--- config.mk ---
export PLATFORM = sky130hd
export DESIGN_NAME = led_panel
export DESIGN_NICKNAME = d
export VERILOG_FILES = /design/src/rtl/led_panel.sv
export SDC_FILE = /design/constraint.sdc
export NUM_CORES = 1
export LEC_CHECK = 0
export CAP_MARGIN = 20
export CORE_UTILIZATION = 45
export CTS_CLUSTER_SIZE = 8
export DETAILED_ROUTE_END_ITERATION = 10
export PLACE_DENSITY = 0.82
export SLEW_MARGIN = 20
export SYNTH_ARGS = -nofsm -noshare
export SYNTH_HDL_FRONTEND = slang
export SYNTH_SLANG_ARGS = --single-unit
--- constraint.sdc ---
create_clock -name clock -period 1.45 [get_ports clock]
set_input_delay 0.145 -clock clock [delete_from_list [all_inputs] [get_ports clock]]
set_output_delay 0.145 -clock clock [all_outputs]
set_load 0.05 [all_outputs]
--- src/rtl/led_panel.sv ---
// led_panel: memory-mapped front-panel LED peripheral on the CPU6 system bus.
// Decodes CPU writes to an 8-byte window at BASE and drives eight LEDs from a
// latched register, or from the live memory read-data bus in monitor mode.
// Optional PWM dimming is compiled in by defining LED_PANEL_PWM_EN.
module led_panel #(
    parameter logic [18:0] BASE = 19'h0F200
) (
    input  logic        clock,
    input  logic        reset,
    input  logic [18:0] address,
    input  logic        write_en,
    input  logic [7:0]  data_in,
    input  logic [7:0]  mem_data,
    output logic [7:0]  leds
);

    localparam int unsigned DW = 8;
    localparam int unsigned CW = 2;

    localparam logic [2:0] OFF_DATA   = 3'd0;
    localparam logic [2:0] OFF_SET    = 3'd1;
    localparam logic [2:0] OFF_CLR    = 3'd2;
    localparam logic [2:0] OFF_TOG    = 3'd3;
    localparam logic [2:0] OFF_CTRL   = 3'd4;
`ifdef LED_PANEL_PWM_EN
    localparam logic [2:0] OFF_BRIGHT = 3'd5;
`endif

    logic [DW-1:0] led_q,  led_d;
    logic [CW-1:0] ctrl_q, ctrl_d;
    logic [DW-1:0] mon_q;
    logic          hit_c;
    logic          wr_c;
    logic [DW-1:0] src_c;
    logic          pwm_on_c;

    // Window decode; reset dominance is handled in the register block
    assign hit_c = (address[18:3] == BASE[18:3]);
    assign wr_c  = hit_c & write_en;

`ifdef LED_PANEL_PWM_EN
    logic [DW-1:0] bright_q, bright_d;
    logic [DW-1:0] pwm_cnt_q;
`endif

    // Next-state for the software-visible registers
    always_comb begin
        led_d  = led_q;
        ctrl_d = ctrl_q;
`ifdef LED_PANEL_PWM_EN
        bright_d = bright_q;
`endif
        if (wr_c) begin
            case (address[2:0])
                OFF_DATA:   led_d  = data_in;
                OFF_SET:    led_d  = led_q | data_in;
                OFF_CLR:    led_d  = led_q & ~data_in;
                OFF_TOG:    led_d  = led_q ^ data_in;
                OFF_CTRL:   ctrl_d = data_in[CW-1:0];
`ifdef LED_PANEL_PWM_EN
                OFF_BRIGHT: bright_d = data_in;
`endif
                default:    ;
            endcase
        end
    end

    // Register update; monitor latch samples mem_data every cycle
    always_ff @(posedge clock) begin
        if (reset) begin
            led_q  <= '0;
            ctrl_q <= '0;
            mon_q  <= '0;
        end else begin
            led_q  <= led_d;
            ctrl_q <= ctrl_d;
            mon_q  <= mem_data;
        end
    end

`ifdef LED_PANEL_PWM_EN
    // Free-running PWM counter and brightness threshold
    always_ff @(posedge clock) begin
        if (reset) begin
            bright_q  <= 8'hFF;
            pwm_cnt_q <= '0;
        end else begin
            bright_q  <= bright_d;
            pwm_cnt_q <= pwm_cnt_q + DW'(1);
        end
    end

    assign pwm_on_c = (pwm_cnt_q < bright_q);
`else
    assign pwm_on_c = 1'b1;
`endif

    // LED drive: source select, PWM gate, then optional inversion
    assign src_c = ctrl_q[0] ? mon_q : led_q;
    assign leds  = (src_c & {DW{pwm_on_c}}) ^ {DW{ctrl_q[1]}};

endmodule

==> flow_metrics.py, run 1 <==
metrics = {
    "power": {
        "cellPowerDensity_nw_per_um2": 454,
        "p_leak_nw": 0.976,
        "peakVddDrop_mv": 0.598,
    },
    "clock_network": {
        "clk_path_buf_depth": 2,
        "cts_buffers": 3,
        "htreeDepth": 1,
        "clock_sinks": 18,
        "cts_hold_repair.buffers": 0,
        "path_clk_slew_ns": 0.11,
        "clockRootBuffer": "clkbuf_4",
        "insertion_delay_ns": 0.30,
        "tritoncts": "built",
    },
    "sta": {
        "setup_slack_ns": -0.153,
        "slew_headroom_pct": 72.1,
        "drv_slew": 0,
        "rsz0062_at_grt": "yes",
        "fin_setup_tns_ns": -1.37,
        "clock_skew_ns": 0,
        "fmax_mhz": 624,
        "report.final.hold_viol_count": 0,
        "period_share_pct": 111,
        "worstMarginPinSlew_ns": 0.418,
        "fin_crit_ns": 1.60,
        "finalSetupViolCount": 15,
    },
    "setup_path": {
        "worst_path_largest_cell_delay_ns": 0.38,
        "cp_data_arrival_time_ns": 1.46,
        "r2r-start": "led_q[2]$_SDFFE_PP0P_",
        "end_kind": "output port",
        "startpoint": "ctrl_q[0]$_SDFFE_PP0P_",
        "critical_path_required_ns": 1.31,
        "critPathKind": "reg2out",
        "reg2reg_to": "led_q[2]$_SDFFE_PP0P_",
        "r2r_cells": 6,
        "slowest_stage": "dfxtp_4",
        "worstSetupStartpointType": "flop",
        "crit_chain": "clkbuf_16 > mux2i_4 > xnor2_2 > buf_12",
        "critPathMaxFanout": 4,
        "ff2ff_setup_slack_ns": -0.12,
    },
    "routing": {
        "vias": 1428,
        "drtIter0Drc": 108,
        "drc": 0,
        "detail_route.wirelength_mm": 4.74,
        "via_per_inst": 5.85,
        "first_pass_iters": 4,
        "ant_nets": 0,
        "post_drt_wl_per_cell_um": 19.4,
    },
    "yosys": {
        "async_reset_ff_share_pct": 0,
        "synth-edff-count": 0,
        "syn_avg_cell_area_um2": 9.08,
        "synth_compound_area_share_pct": 14.4,
        "syn_area_um2": 1330,
        "synth_seq_cells": 18,
        "syn_nets": 200,
        "synth_xor_xnor_area_share_pct": 5.28,
        "synth_top_family_by_area": "simple AND/OR/NAND/NOR gates",
        "synth_fa_ha_area_share_pct": 15.1,
        "yosys.area_share.simple_pct": 17.5,
        "synthCells": 146,
        "ys.flop_type": "dfxtp_1",
        "yosysTopAreaCellShare_pct": 27.2,
        "yosysWarnings": 0,
        "synth.area.top_cells": "dfxtp_1 27%, ha_1 15%, mux2i_1 12%",
        "ys_types": 26,
        "synth_mux_area_share_pct": 12.1,
        "yosys.area.top_type": "dfxtp_1",
        "ys_seq_area_share_pct": 27.2,
    },
    "floorplan": {
        "initial_core_util_pct": 47.7,
        "io-pin-count": 46,
        "core_region_area_um2": 2780,
        "rows": 19,
        "die_area_um2": 3170,
        "die_w_um": 56.3,
        "die_y_um": 56.3,
    },
    "worst_hold_path": {
        "whs_endpoint": "ctrl_q[0]$_SDFFE_PP0P_",
        "hp-class": "in2reg",
        "worstHoldStart": "data_in[0]",
        "hold_depth": 3,
    },
    "global_routing": {
        "overflow": 0,
        "antenna_found_initial": 0,
        "grt_pass1_wl_mm": 6.07,
        "grt_max_degree": 19,
        "grt_pass1_vias": 1358,
        "track_usage_pct": 24.1,
    },
    "run_status": {
        "failed_checks": "setup timing",
        "outcome": "complete, but fails checks",
    },
    "place": {
        "dpl_worst_slack_ns": -0.287,
        "port_buffers": 45,
        "post-dp-hpwl_mm": 2.86,
        "dp_cells": 239,
        "gp_congestion": 0.824,
    },
    "layout": {
        "multi_input_area_um2": 1040,
        "layout_commonest_cell": "clkdlybuf4s50_1",
        "final_core_util_pct": 83.0,
        "fin_cells": 244,
        "layout-drive-gt1-share_pct": 31.5,
        "ff_latch_area_um2": 372,
        "layout_common_cells": "35 x clkdlybuf4s50_1, 23 x buf_4, 15 x inv_1, 15 x ha_1, 13 x dfxtp_1",
        "fillers": 155,
        "n_antenna_cell": 0,
        "final_nets": 269,
        "syn_to_final_growth_pct": 74.0,
    },
    "run": {
        "max-cap-violations": 0,
    },
}
-- routing by layer --
metal / vias to the layer above / global-route usage, % / share of wire [%]
met2: 83 / 44.6 / 53
met1: 673 / 29.2 / 38
li1: 651 / - / -
met4: 0 / 5.57 / 2.8
met5: - / 0 / 0
met3: 21 / 3.69 / 6.3
-- metrics by stage --
step,area [µm²],hold WS [ns],power (W)
floorplan,1330,0.217,0.000608
global placement,2060,0.498,0.000758
detailed placement,2060,0.518,0.000773
CTS,2120,0.394,0.00101
global route,2310,0.223,0.00108
finish,2310,0.228,0.00105
-- synth_stat cells, types with 3 or more instances --
| cell | instances |
|---|---|
| dfxtp_1 | 18 |
| ha_1 | 16 |
| nand3_1 | 8 |
| inv_1 | 17 |
| mux2i_1 | 16 |
| nand4_1 | 5 |
| a21oi_1 | 10 |
| a22oi_1 | 3 |
| a222oi_1 | 5 |
| nor2b_1 | 9 |
| o21ai_0 | 10 |
| nand2_1 | 3 |
| xnor2_1 | 8 |
-- timing repair --
action / in CTS / in global routing
pin swaps: 2 / 12
setup endpoints to repair: 8 / 15
setup buffers: 0 / 1
gates cloned: 0 / 1
gates resized for setup: 7 / 31
-- sequential cells by signal, indices dropped and copies added (netlist names) --
register  count
led_q         8
ctrl_q        2
mon_q         8
-- layout make-up --
class	count	share of cell area, %
clock buffers	3	0.976
inverters	17	2.77
multi-input cells	104	45.0
flip-flops and latches	18	16.1
well taps	31	1.68
repair buffers	71	33.5
-- worst max-delay path: cells and delay by family (launching register included) --
family | cells | cell delay, ns
XOR/XNOR | 1 | 0.26
buffers and inverters | 2 | 0.34
flip-flops | 1 | 0.38
multiplexers | 1 | 0.19
-- worst max path at each step --
stage          depth (start not counted)  slack (ns)                     to
4_1_cts                                4        -0.1                leds[2]
3_3_place_gp                           7       -0.20  led_q[0]$_SDFFE_PP0P_
3_5_place_dp                           6       -0.29  led_q[5]$_SDFFE_PP0P_
2_1_floorplan                          3       -0.14                leds[1]
5_1_grt                                5       -0.23  led_q[1]$_SDFFE_PP0P_
6_report                               4       -0.15                leds[4]
-- kinds of logic (layout without fill, tap and decap cells) --
logic type                 count (synthesis)  count (layout)
buffers and inverters                     24              91
DFF                                       18              18
and+or+nand+nor                           35              35
adders and majority gates                 16              16
AOI/OAI and AO/OA                         29              29
xor gates and xnor gates                   8               8
muxes                                     16              16
-- power breakdown --
part / total (W) / internal, W / leakage, nW / switching (W)
combinational: 0.000271 / 0.000168 / 0.811 / 0.000103
sequential: 0.000512 / 0.000502 / 0.150 / 0.00000953
clock: 0.000265 / 0.0000968 / 0.0138 / 0.000168
Power figures use the tool's default switching activity.
==> run 2, diff against run 1 <==
==> constraint.sdc (replaced) <==
create_clock -name clock -period 1.45 [get_ports clock]
set_input_delay 0.29 -clock clock [delete_from_list [all_inputs] [get_ports clock]]
set_output_delay 0.29 -clock clock [all_outputs]
set_load 0.05 [all_outputs]
==> flow_metrics.py, run 2 (synthesized netlist as in run 1, its figures left out) <==
metrics = {
    "layout": {
        "n_antenna_cell": 0,
        "layout-drive-gt1-share_pct": 39.7,
        "reg.largest.list": "led_q: 8 flops, mon_q: 8 flops, ctrl_q: 2 flops",
        "layout_commonest_cell": "clkdlybuf4s50_1",
        "syn_to_final_growth_pct": 79.7,
        "final_nets": 269,
        "layout_common_cells": "25 x clkdlybuf4s50_1, 22 x buf_4, 13 x ha_1",
    },
    "routing": {
        "top_layer": "met4",
        "vias": 1436,
        "drc": 0,
        "drtIter0Drc": 151,
        "post_drt_wl_per_cell_um": 19.9,
        "first_pass_iters": 7,
        "detail_route.wirelength_mm": 4.87,
        "wl_met1_mm": 1.85,
        "ant_nets": 0,
        "via_per_inst": 5.86,
        "wl_met2_mm": 2.58,
        "route.met3.wl_um": 328,
    },
    "global_routing": {
        "overflow": 0,
        "track_usage_pct": 26.0,
        "grt_pass1_vias": 1389,
        "antenna_found_initial": 0,
        "grt_max_degree": 19,
        "grt_pass1_wl_mm": 6.38,
    },
    "clock_network": {
        "htreeDepth": 1,
        "clk_path_buf_depth": 2,
        "insertion_delay_ns": 0.31,
        "clock_sinks": 18,
        "clockRootBuffer": "clkbuf_4",
        "tritoncts": "built",
        "cts_buffers": 3,
        "cts_hold_repair.buffers": 0,
        "path_clk_slew_ns": 0.12,
    },
    "floorplan": {
        "die_area_um2": 3170,
        "core_region_area_um2": 2780,
        "die_y_um": 56.3,
        "die_w_um": 56.3,
        "io-pin-count": 46,
        "rows": 19,
        "initial_core_util_pct": 47.7,
    },
    "sta": {
        "report.final.hold_viol_count": 0,
        "clock_skew_ns": 0,
        "fin_crit_ns": 1.75,
        "drv_slew": 0,
        "rsz0062_at_grt": "yes",
        "setup_slack_ns": -0.299,
        "period_share_pct": 121,
        "fin_setup_tns_ns": -2.29,
        "finalSetupViolCount": 13,
        "worstMarginPinSlew_ns": 0.374,
        "slew_headroom_pct": 75.0,
        "fmax_mhz": 572,
    },
    "power": {
        "p_leak_nw": 1.04,
        "cellPowerDensity_nw_per_um2": 475,
        "peakVddDrop_mv": 0.639,
        "p_total_w": 0.00113,
    },
    "setup_path": {
        "end_kind": "output port",
        "critPathKind": "reg2out",
        "critPathMaxFanout": 5,
        "cp_common_cell": "buf_12",
        "slowest_stage": "dfxtp_4",
        "crit_chain": "buf_12 > mux2i_2 > xnor2_2 > buf_12",
        "critical_path_required_ns": 1.16,
        "worstSetupStartpointType": "flop",
        "worst_path_largest_cell_delay_ns": 0.40,
        "cp_data_arrival_time_ns": 1.46,
        "cp_num_buf_inv": 2,
        "crit_family": "flip-flops",
    },
    "place": {
        "port_buffers": 45,
        "dpl_worst_slack_ns": -0.455,
        "post-dp-hpwl_mm": 2.92,
        "gp_congestion": 0.802,
    },
    "run_status": {
        "failed_checks": "setup timing",
        "outcome": "complete, but fails checks",
    },
    "run": {
        "max-cap-violations": 0,
    },
    "worst_hold_path": {
        "hp-class": "in2reg",
    },
}
run 2: cell count changes in the layout (fill, tap and decap cells not counted), sizes merged:
cell | before | now
clkdlybuf4s50 | 35 | 25
dlygate4sd2 | 0 | 3
dlymetal6s2s | 2 | 9
clkbuf | 4 | 5
run 2: repair_timing:
item | in CTS | in global routing
gates resized for setup | 17 | 52
gates cloned | 0 | 1
buffers inserted | 1 | 0
pin swaps | 16 | 32
endpoints found under the setup margin | 17 | 18
run 2: worst paths after layout:
path | depth (start not counted) | start | slack (ns) | end
setup / recovery | 4 | ctrl_q[0]$_SDFFE_PP0P_ | -0.30 | leds[5]
setup reg to reg | 6 | led_q[0]$_SDFFE_PP0P_ | -0.01 | led_q[0]$_SDFFE_PP0P_
hold / removal | 3 | data_in[0] | 0.30 | ctrl_q[0]$_SDFFE_PP0P_
hold reg to reg | 2 | led_q[2]$_SDFFE_PP0P_ | 0.55 | led_q[2]$_SDFFE_PP0P_
run 2: routing by layer:
layer	global-route usage, %	vias up
li1	-	662
met1	30.9	671
met2	46.8	88
met3	3.23	15
met4	11.1	0
met5	0	-
run 2: through the flow:
stage / hold WS [ns] / area, µm² / std cells / utilization [%]
6_report: 0.298 / 2380 / 245 / 85.7
5_1_grt: 0.296 / 2380 / 245 / 85.7
4_1_cts: 0.429 / 2170 / 244 / 77.9
3_5_place_dp: 0.516 / 2060 / 239 / 74.1
3_3_place_gp: 0.498 / 2060 / 239 / 74.1
2_1_floorplan: 0.362 / 1330 / 146 / -
run 2: report_power, final:
part | switching [W] | internal [W]
Combinational | 0.000115 | 0.000171
Sequential | 0.00000790 | 0.000502
Clock | 0.000181 | 0.000154
run 2: cell type report:
| class | instances | area, µm² |
|---|---|---|
| multi-input combinational | 104 | 1080 |
| tap | 31 | 38.8 |
| inverter | 17 | 66.3 |
| fill | 135 | 398 |
| timing repair buffer | 71 | 791 |
| sequential | 18 | 374 |
| clock buffer | 4 | 36.3 |
run 2: worst register-to-register path: cells and delay by family, from the launching register on:
family                   cells  cell delay [ns]
adder cells (fa/ha/maj)      1             0.25
buffers and inverters        1             0.04
AO/OA/AOI/OAI                2             0.50
multiplexers                 1             0.06
flip-flops                   1             0.40
AND/OR/NAND/NOR              1             0.16
